`src/rtl/cpu_defs.sv`:
```
// Shared encodings for the multicycle MIPS-subset control path: states, opcodes, functs, mux codes.
// Pure definitions; no timing or flow control of its own.
package cpu_defs;

  typedef enum logic [2:0] {
    S_IF     = 3'b000,
    S_ID     = 3'b001,
    S_EXE_LS = 3'b010,
    S_MEM    = 3'b011,
    S_WB_LD  = 3'b100,
    S_EXE_BR = 3'b101,
    S_EXE_AL = 3'b110,
    S_WB_AL  = 3'b111
  } state_t;

  localparam logic [5:0] OP_RTYPE = 6'b000000;
  localparam logic [5:0] OP_ADDIU = 6'b001001;
  localparam logic [5:0] OP_ANDI  = 6'b001100;
  localparam logic [5:0] OP_ORI   = 6'b001101;
  localparam logic [5:0] OP_SLTI  = 6'b001010;
  localparam logic [5:0] OP_LW    = 6'b100011;
  localparam logic [5:0] OP_SW    = 6'b101011;
  localparam logic [5:0] OP_BEQ   = 6'b000100;
  localparam logic [5:0] OP_BNE   = 6'b000101;
  localparam logic [5:0] OP_BLTZ  = 6'b000001;
  localparam logic [5:0] OP_J     = 6'b000010;
  localparam logic [5:0] OP_JAL   = 6'b000011;
  localparam logic [5:0] HALT_OP  = 6'b111111;

  localparam logic [5:0] F_ADD = 6'b100000;
  localparam logic [5:0] F_SUB = 6'b100010;
  localparam logic [5:0] F_AND = 6'b100100;
  localparam logic [5:0] F_OR  = 6'b100101;
  localparam logic [5:0] F_SLT = 6'b101010;
  localparam logic [5:0] F_SLL = 6'b000000;
  localparam logic [5:0] F_JR  = 6'b001000;

  localparam logic [2:0] ALU_ADD = 3'b000;
  localparam logic [2:0] ALU_SUB = 3'b001;
  localparam logic [2:0] ALU_SLL = 3'b010;
  localparam logic [2:0] ALU_OR  = 3'b011;
  localparam logic [2:0] ALU_AND = 3'b100;
  localparam logic [2:0] ALU_SLT = 3'b101;

  localparam logic [1:0] PCSRC_SEQ = 2'b00;
  localparam logic [1:0] PCSRC_BR  = 2'b01;
  localparam logic [1:0] PCSRC_RS  = 2'b10;
  localparam logic [1:0] PCSRC_JMP = 2'b11;

  localparam logic [1:0] REGDST_RA = 2'b00;
  localparam logic [1:0] REGDST_RT = 2'b01;
  localparam logic [1:0] REGDST_RD = 2'b10;

  typedef struct packed {
    logic       valid;
    logic       isImm;
    logic [2:0] aluOp;
  } aluDec_t;

  // Register-writing ALU instructions; anything unrecognised comes back invalid and runs as a NOP.
  function automatic aluDec_t decodeAlu(input logic [5:0] opcode, input logic [5:0] funct);
    aluDec_t d;
    d = '{valid: 1'b0, isImm: 1'b0, aluOp: ALU_ADD};
    case (opcode)
      OP_RTYPE: begin
        d.valid = 1'b1;
        case (funct)
          F_ADD:   d.aluOp = ALU_ADD;
          F_SUB:   d.aluOp = ALU_SUB;
          F_AND:   d.aluOp = ALU_AND;
          F_OR:    d.aluOp = ALU_OR;
          F_SLT:   d.aluOp = ALU_SLT;
          F_SLL:   d.aluOp = ALU_SLL;
          default: d.valid = 1'b0;
        endcase
      end
      OP_ADDIU: d = '{valid: 1'b1, isImm: 1'b1, aluOp: ALU_ADD};
      OP_ANDI:  d = '{valid: 1'b1, isImm: 1'b1, aluOp: ALU_AND};
      OP_ORI:   d = '{valid: 1'b1, isImm: 1'b1, aluOp: ALU_OR};
      OP_SLTI:  d = '{valid: 1'b1, isImm: 1'b1, aluOp: ALU_SLT};
      default:  d = '{valid: 1'b0, isImm: 1'b0, aluOp: ALU_ADD};
    endcase
    return d;
  endfunction

endpackage

```
`src/rtl/control_decode.sv`:
```
// Combinational control-word decoder: outputs follow state/opcode/funct/flags in the same cycle.
// No backpressure; enables are forced low while Reset is held low.
module control_decode
  import cpu_defs::*;
(
  input  state_t     state,
  input  logic       Reset,
  input  logic [5:0] opcode,
  input  logic [5:0] funct,
  input  logic       zero,
  input  logic       sign,
  output logic       PCWre,
  output logic       IRWre,
  output logic       InsMemRW,
  output logic       RegWre,
  output logic [1:0] RegDst,
  output logic       WrRegDSrc,
  output logic       ALUSrcA,
  output logic       ALUSrcB,
  output logic [2:0] ALUOp,
  output logic       ExtSel,
  output logic       mRD,
  output logic       mWR,
  output logic       DBDataSrc,
  output logic [1:0] PCSrc
);

  aluDec_t aluInfo;
  logic    pcWreRaw;
  logic    irWreRaw;
  logic    regWreRaw;
  logic    mRdRaw;
  logic    mWrRaw;
  logic    isJr;
  logic    isSll;
  logic    brTaken;

  assign aluInfo  = decodeAlu(opcode, funct);
  assign isJr     = (opcode == OP_RTYPE) && (funct == F_JR);
  assign isSll    = (opcode == OP_RTYPE) && (funct == F_SLL);
  assign InsMemRW = 1'b1;

  always_comb begin
    case (opcode)
      OP_BEQ:  brTaken = zero;
      OP_BNE:  brTaken = !zero;
      OP_BLTZ: brTaken = sign;
      default: brTaken = 1'b0;
    endcase
  end

  always_comb begin
    pcWreRaw  = 1'b0;
    irWreRaw  = 1'b0;
    regWreRaw = 1'b0;
    mRdRaw    = 1'b0;
    mWrRaw    = 1'b0;
    RegDst    = REGDST_RA;
    WrRegDSrc = 1'b0;
    ALUSrcA   = 1'b0;
    ALUSrcB   = 1'b0;
    ALUOp     = ALU_ADD;
    ExtSel    = 1'b0;
    DBDataSrc = 1'b0;
    PCSrc     = PCSRC_SEQ;
    case (state)
      S_IF: irWreRaw = 1'b1;
      S_ID: begin
        if (opcode == OP_J) begin
          pcWreRaw = 1'b1;
          PCSrc    = PCSRC_JMP;
        end else if (opcode == OP_JAL) begin
          pcWreRaw  = 1'b1;
          PCSrc     = PCSRC_JMP;
          regWreRaw = 1'b1;
          RegDst    = REGDST_RA;
          WrRegDSrc = 1'b0;
        end else if (isJr) begin
          pcWreRaw = 1'b1;
          PCSrc    = PCSRC_RS;
        end
      end
      S_EXE_AL, S_WB_AL: begin
        if (aluInfo.valid) begin
          ALUSrcB = aluInfo.isImm;
          ALUSrcA = isSll;
          ExtSel  = (opcode == OP_ADDIU) || (opcode == OP_SLTI);
          ALUOp   = aluInfo.aluOp;
          if (state == S_WB_AL) begin
            regWreRaw = 1'b1;
            WrRegDSrc = 1'b1;
            RegDst    = aluInfo.isImm ? REGDST_RT : REGDST_RD;
          end
        end
        // A NOP still has to retire, so the PC advances even without a write.
        if (state == S_WB_AL) pcWreRaw = 1'b1;
      end
      S_EXE_BR: begin
        pcWreRaw = 1'b1;
        ExtSel   = 1'b1;
        ALUOp    = (opcode == OP_BLTZ) ? ALU_ADD : ALU_SUB;
        PCSrc    = brTaken ? PCSRC_BR : PCSRC_SEQ;
      end
      S_EXE_LS: begin
        ALUSrcB = 1'b1;
        ExtSel  = 1'b1;
        ALUOp   = ALU_ADD;
      end
      S_MEM: begin
        if (opcode == OP_LW) begin
          mRdRaw = 1'b1;
        end else if (opcode == OP_SW) begin
          mWrRaw   = 1'b1;
          pcWreRaw = 1'b1;
        end
      end
      S_WB_LD: begin
        mRdRaw    = 1'b1;
        DBDataSrc = 1'b1;
        WrRegDSrc = 1'b1;
        RegDst    = REGDST_RT;
        regWreRaw = 1'b1;
        pcWreRaw  = 1'b1;
      end
      default: ;
    endcase
  end

  // Reset gating keeps an aborted instruction from touching PC, IR, registers or memory.
  assign PCWre  = pcWreRaw  & Reset;
  assign IRWre  = irWreRaw  & Reset;
  assign RegWre = regWreRaw & Reset;
  assign mRD    = mRdRaw    & Reset;
  assign mWR    = mWrRaw    & Reset;

endmodule

```
`src/rtl/multicycle_control_unit.sv`:
```
// Five-phase multicycle CPU controller: state register plus next-state logic; 2-5 cycles per instruction.
// No backpressure; HALT_OP parks the machine in ID until Reset is pulled low.
module multicycle_control_unit
  import cpu_defs::*;
(
  input  logic       CLK,
  input  logic       Reset,
  input  logic [5:0] opcode,
  input  logic [5:0] funct,
  input  logic       zero,
  input  logic       sign,
  output logic       PCWre,
  output logic       IRWre,
  output logic       InsMemRW,
  output logic       RegWre,
  output logic [1:0] RegDst,
  output logic       WrRegDSrc,
  output logic       ALUSrcA,
  output logic       ALUSrcB,
  output logic [2:0] ALUOp,
  output logic       ExtSel,
  output logic       mRD,
  output logic       mWR,
  output logic       DBDataSrc,
  output logic [1:0] PCSrc,
  output logic [2:0] state
);

  state_t curState;
  state_t nextState;
  logic   isJr;

  assign isJr  = (opcode == OP_RTYPE) && (funct == F_JR);
  assign state = curState;

  always_comb begin
    nextState = S_IF;
    case (curState)
      S_IF: nextState = S_ID;
      S_ID: begin
        if ((opcode == OP_J) || (opcode == OP_JAL) || isJr)
          nextState = S_IF;
        else if (opcode == HALT_OP)
          nextState = S_ID;
        else if ((opcode == OP_BEQ) || (opcode == OP_BNE) || (opcode == OP_BLTZ))
          nextState = S_EXE_BR;
        else if ((opcode == OP_LW) || (opcode == OP_SW))
          nextState = S_EXE_LS;
        else
          nextState = S_EXE_AL;
      end
      S_EXE_AL: nextState = S_WB_AL;
      S_WB_AL:  nextState = S_IF;
      S_EXE_BR: nextState = S_IF;
      S_EXE_LS: nextState = S_MEM;
      S_MEM:    nextState = (opcode == OP_LW) ? S_WB_LD : S_IF;
      S_WB_LD:  nextState = S_IF;
      default:  nextState = S_IF;
    endcase
  end

  always_ff @(posedge CLK) begin
    if (!Reset) curState <= S_IF;
    else        curState <= nextState;
  end

  control_decode uDecode (
    .state     (curState),
    .Reset     (Reset),
    .opcode    (opcode),
    .funct     (funct),
    .zero      (zero),
    .sign      (sign),
    .PCWre     (PCWre),
    .IRWre     (IRWre),
    .InsMemRW  (InsMemRW),
    .RegWre    (RegWre),
    .RegDst    (RegDst),
    .WrRegDSrc (WrRegDSrc),
    .ALUSrcA   (ALUSrcA),
    .ALUSrcB   (ALUSrcB),
    .ALUOp     (ALUOp),
    .ExtSel    (ExtSel),
    .mRD       (mRD),
    .mWR       (mWR),
    .DBDataSrc (DBDataSrc),
    .PCSrc     (PCSrc)
  );

endmodule

```
`config.mk`:
```
export PLATFORM = sky130hd
export DESIGN_NAME = multicycle_control_unit
export DESIGN_NICKNAME = d
export VERILOG_FILES = /design/src/rtl/cpu_defs.sv /design/src/rtl/control_decode.sv /design/src/rtl/multicycle_control_unit.sv
export SDC_FILE = /design/constraint.sdc
export NUM_CORES = 1
export LEC_CHECK = 0
export ABC_AREA = 0
export BUFFER_PORTS_ARGS = -buffer_cell sky130_fd_sc_hd__buf_2
export CAP_MARGIN = 20
export CORE_MARGIN = 2
export CORE_UTILIZATION = 41
export CTS_CLUSTER_DIAMETER = 80
export CTS_CLUSTER_SIZE = 20
export DETAILED_ROUTE_END_ITERATION = 8
export PLACE_DENSITY = 0.75
export SYNTH_ARGS = -nofsm -noshare
export SYNTH_HDL_FRONTEND = slang
export SYNTH_SLANG_ARGS = --single-unit
```
`constraint.sdc`:
```
create_clock -name CLK -period 1.53 [get_ports CLK]
set_clock_uncertainty 0.2 [all_clocks]
set_input_delay 0.0765 -clock CLK [delete_from_list [all_inputs] [get_ports CLK]]
set_output_delay 0.0765 -clock CLK [all_outputs]
set_load 0.02 [all_outputs]
```
==> summary.txt, run 1 <==
Clock tree
  – Clock root buffer master: clkbuf_4
  – CTS Sinks: 3
  – CTS buffer count: 3
  – Hold buffers post-CTS: 1
  – Post_cts resized: 58
  – Largest buffer count on any clock path: 2
  – Total number of H-tree levels: 1
  – Post-CTS setup repair buffer count: 10

Yosys
  – Post-synthesis cell type count: 46
  – Main flop type after synthesis: dfxtp_1
  – FFs w/ async S/R, synth: 0%
  – Synth area leaders: dfxtp_1 7.9%, o21ai_0 5.9%, nand2_1 5.9%, nor2_1 5.4%, a21oi_1 4.6%
  – Post-synth top area share: 7.88%
  – #FFs+latches synth: 3
  – Post-synthesis net count: 134
  – Syn. warnings: 0
  – Syn Inst Count: 118
  – Post-synthesis sequential area ratio: 7.88%
  – Post-synth top area cell: dfxtp_1
  – Number of synthesized flops with an enable pin: 0
  – Post-synthesis cell area: 762 µm²
  – Mean post-synth cell area: 6.46 µm²

Place
  – Final estimated routing congestion in global placement: 0.906
  – Post-DP HPWL: 2350 µm
  – Placed insts: 212
  – Port-buffer cells: 35

Outcome
  – Stopping stage: clock tree synthesis (4_1_cts)
  – Status: did not finish
  – Err: [ERROR DPL-0033] detailed placement checks failed during check placement.

Die
  – Initial Util: 43.7%
  – Die Y: 47.1 µm
  – Top Ports: 37
  – Die width: 47.1 µm
  – # rows: 15
==> cell families after synthesis <==
kind of cell	Yosys count	share of synthesized area, %
AOI/OAI and AO/OA	34	30.0
xor gates and xnor gates	2	2.30
buffers and inverters	11	7.39
DFF	3	7.88
other	1	0.492
and+or+nand+nor	67	51.9
==> synthesized netlist by cell type, types with 2 or more instances <==
cell type and n:
nand2b_1 2, and2_1 2, nand2_1 12, nand3_1 5, nor2b_1 5, inv_1 3, a21oi_1 7, or3_1 2
buf_2 3, nor3b_2 2, o22ai_1 2, nor3_1 6, xnor2_1 2, clkbuf_1 3, and3_1 3, nand4_1 2
nor4_1 2, nor3b_1 4, o21ai_0 9, nor2_1 11, dfxtp_1 3, a22oi_1 3, a31oi_1 2
==> stage by stage <==
step           worst slack (ps)  cell area [µm²]
3_3_place_gp               -327             1390
2_1_floorplan              -126              902
3_5_place_dp               -378             1390
==> inputs of run 2 (changes only) <==
Settings changed: CORE_AREA set to 2 2 63 65, CORE_MARGIN 2 to not set, CORE_UTILIZATION 41 to not set, CTS_CLUSTER_DIAMETER 80 to not set, CTS_CLUSTER_SIZE 20 to not set, DIE_AREA set to 0 0 65 67, PLACE_DENSITY 0.75 to not set, PLACE_DENSITY_LB_ADDON set to 0.15.
Clock period 1.53 ns to 2 ns, I/O delays scaled along.
==> run 2 against run 1 <==
Synthesized cell count unchanged; the flow now finishes without violations; area after synthesis unchanged.
==> summary.txt, run 2 <==
Clock tree
  – Total number of H-tree levels: 1
  – CTS buffer count: 3
  – Largest buffer count on any clock path: 2
  – Clk_lat worst skew: 220 ps
  – Reg clk slew, reported paths: 30 ps
  – Clock root buffer master: clkbuf_8
  – CTS Sinks: 3
  – CTS tree: yes

Die
  – # rows: 22
  – Core area: 3610 µm²
  – Top Ports: 37
  – Die Y: 67 µm
  – Die width: 65 µm
  – Die area: 4360 µm²
  – Initial Util: 21.1%

Yosys
  – Post-synthesis cell type count: 46
  – Main flop type after synthesis: dfxtp_1
  – FFs w/ async S/R, synth: 0%
  – Number of synthesized flops with an enable pin: 0
  – Post-synth top area cell: dfxtp_1
  – Post-synthesis cell area: 762 µm²
  – Syn Inst Count: 118
  – Cell with the most instances after synthesis: nand2_1
  – Post-synthesis net count: 134
  – List of most frequent post-synthesis cells: 12 x nand2_1, 11 x nor2_1, 9 x o21ai_0
  – Post-synth top area share: 7.88%
  – #FFs+latches synth: 3
  – Post-synthesis sequential area ratio: 7.88%
  – Mean post-synth cell area: 6.46 µm²
  – Synth area leaders: dfxtp_1 7.9%, o21ai_0 5.9%, nand2_1 5.9%, nor2_1 5.4%, a21oi_1 4.6%
  – Syn. warnings: 0

Worst setup path
  – Crit-path max FO: 4
  – R2r startpoint: state[0]
  – Crit path DAT: 1620 ps
  – R2R Setup Slk: 490 ps
  – Register-to-Register Path Depth: 5
  – Crit Reg-Reg Endpoint: state[1]
  – Critical path launch point type: primary input
  – CP required: 1700 ps
  – Endpoint class of the critical path: primary output
  – CP Class: in -> out

Layout
  – Max reg flops: 3
  – Share of layout cells above drive strength 1: 42.6%
  – Fin util: 33.0%
  – Layout area overhead: 56.3%
  – Commonest non-fill, non-tap cell in the layout: buf_2
  – Antenna cell count: 0
  – Nets: 186
  – Design area: 1190 µm²
  – Commonest cells after routing, fill and taps aside: 34 x buf_2, 20 x buf_4, 11 x nor2_1, 11 x nand2_1, 9 x o21ai_0

Outcome
  – Status: finished, final reports clean

Detailed routing
  – Initial DRC count: 96
  – Antenna Nets Post-Route: 0
  – Residual DRC: 0
  – DR vias: 1063
  – Via density: 4.90
  – Drt wl/cell: 12.4 µm
  – WL final: 2700 µm
  – Drt pass-1 iters: 4

Worst hold path
  – Hold Path Class: in -> reg
  – WHS Path Cells: 4
  – Hold Startpoint: opcode[5]
  – Hold Path End: state[2]

Timing
  – RSZ-0062 raised after global routing: false
  – Post-route minimum period: 1920 ps
  – Max Slew Vio Count: 0
  – Fin. Hold Viols: 0
  – Final setup fails: 0
  – Final period util: 95.8%
  – Max Fclk: 0.522 GHz

Place
  – Final estimated routing congestion in global placement: 0.894
  – Port-buffer cells: 35
  – Area post-placement: 1090 µm²
  – Post-DP HPWL: 2190 µm

Global routing
  – Initial antenna violation count: 0
  – GRT Util Overall: 12.2%
  – Gr ovfl total: 0
  – First-pass GRT wire length: 4220 µm
  – Vias in the first global route: 938
  – Pin count of the biggest net entering global routing: 17

Run
  – Max cap viols: 0

Pwr
  – Pleak: 0.520 nW
  – Total Power Consumption: 0.520 mW
  – PwrDens: 436 nW/µm²
  – Worst vdd ir: 0.211 mV
==> run 2: layout make-up <==
type	instances	area [µm²]
Timing Repair Buffer	55	330
Multi-Input combinational cell	104	683
Sequential cell	3	61.3
Fill cell	426	2410
Clock buffer	4	45.0
Inverter	3	11.3
Tap cell	48	60.1
==> run 2: timing repair <==
action / CTS / global route
resized for setup: 1 / 8
hold buffers: 1 / 0
hold endpoints to repair: 1 / 0
buffers inserted: 0 / 1
setup endpoints to repair: 1 / 4
pin swaps: 0 / 3
==> run 2: report_power, final <==
group,total (mW),internal (mW),switching [mW]
Sequential,0.0764,0.0678,0.00862
Clock,0.182,0.136,0.0457
Combinational,0.261,0.106,0.156
==> run 2: critical path, stage by stage <==
cell,delay (ps)
buf_2,100
or4_4,580
nor2_4,140
a21boi_2,60
or3_1,310
a31oi_1,160
buf_4,170
==> run 2: metal layers <==
| metal | up-vias | share of wire (%) | global-route usage (%) |
|---|---|---|---|
| met3 | 2 | 4.6 | 1.69 |
| met2 | 25 | 47 | 19.6 |
| met4 | 0 | 0.82 | 3.46 |
| met1 | 488 | 48 | 16.8 |
| met5 | - | 0 | 0 |
| li1 | 548 | - | - |
==> run 2: per-stage QoR <==
stage / hold slack (ps) / worst slack (ps) / instances / setup TNS, ps
after floorplan: 16.1 / -0.417 / 118 / -0.417
after global placement: 174 / 38.6 / 211 / 0
after detailed placement: 178 / 29.0 / 211 / 0
after CTS: 151 / 22.3 / 216 / 0
after global routing: 187 / 9.04 / 217 / 0
final: 159 / 83.0 / 217 / 0
==> run 2: kinds of logic (layout without fill, tap and decap cells) <==
kind of cell / count (synthesis) / after routing / synth area share (%)
xor gates and xnor gates: 2 / 2 / 2.30
other: 1 / 1 / 0.492
buffers and inverters: 11 / 62 / 7.39
DFF: 3 / 3 / 7.88
AOI/OAI and AO/OA: 34 / 34 / 30.0
and+or+nand+nor: 67 / 67 / 51.9
==> run 2: how the worst max path moves through the flow <==
stage                         start        to  slack, ps  cells after the start
final                     opcode[0]     PCWre         80                      7
after global routing       funct[2]     PCWre          9                      7
after CTS                  state[2]  ALUOp[2]         20                      6
after detailed placement  opcode[0]  ALUOp[2]         30                      6
after global placement    opcode[0]  ALUOp[2]         40                      6
after floorplan            state[2]  ALUOp[2]       -0.4                      5
No activity file was read; power rests on OpenSTA's default activity.
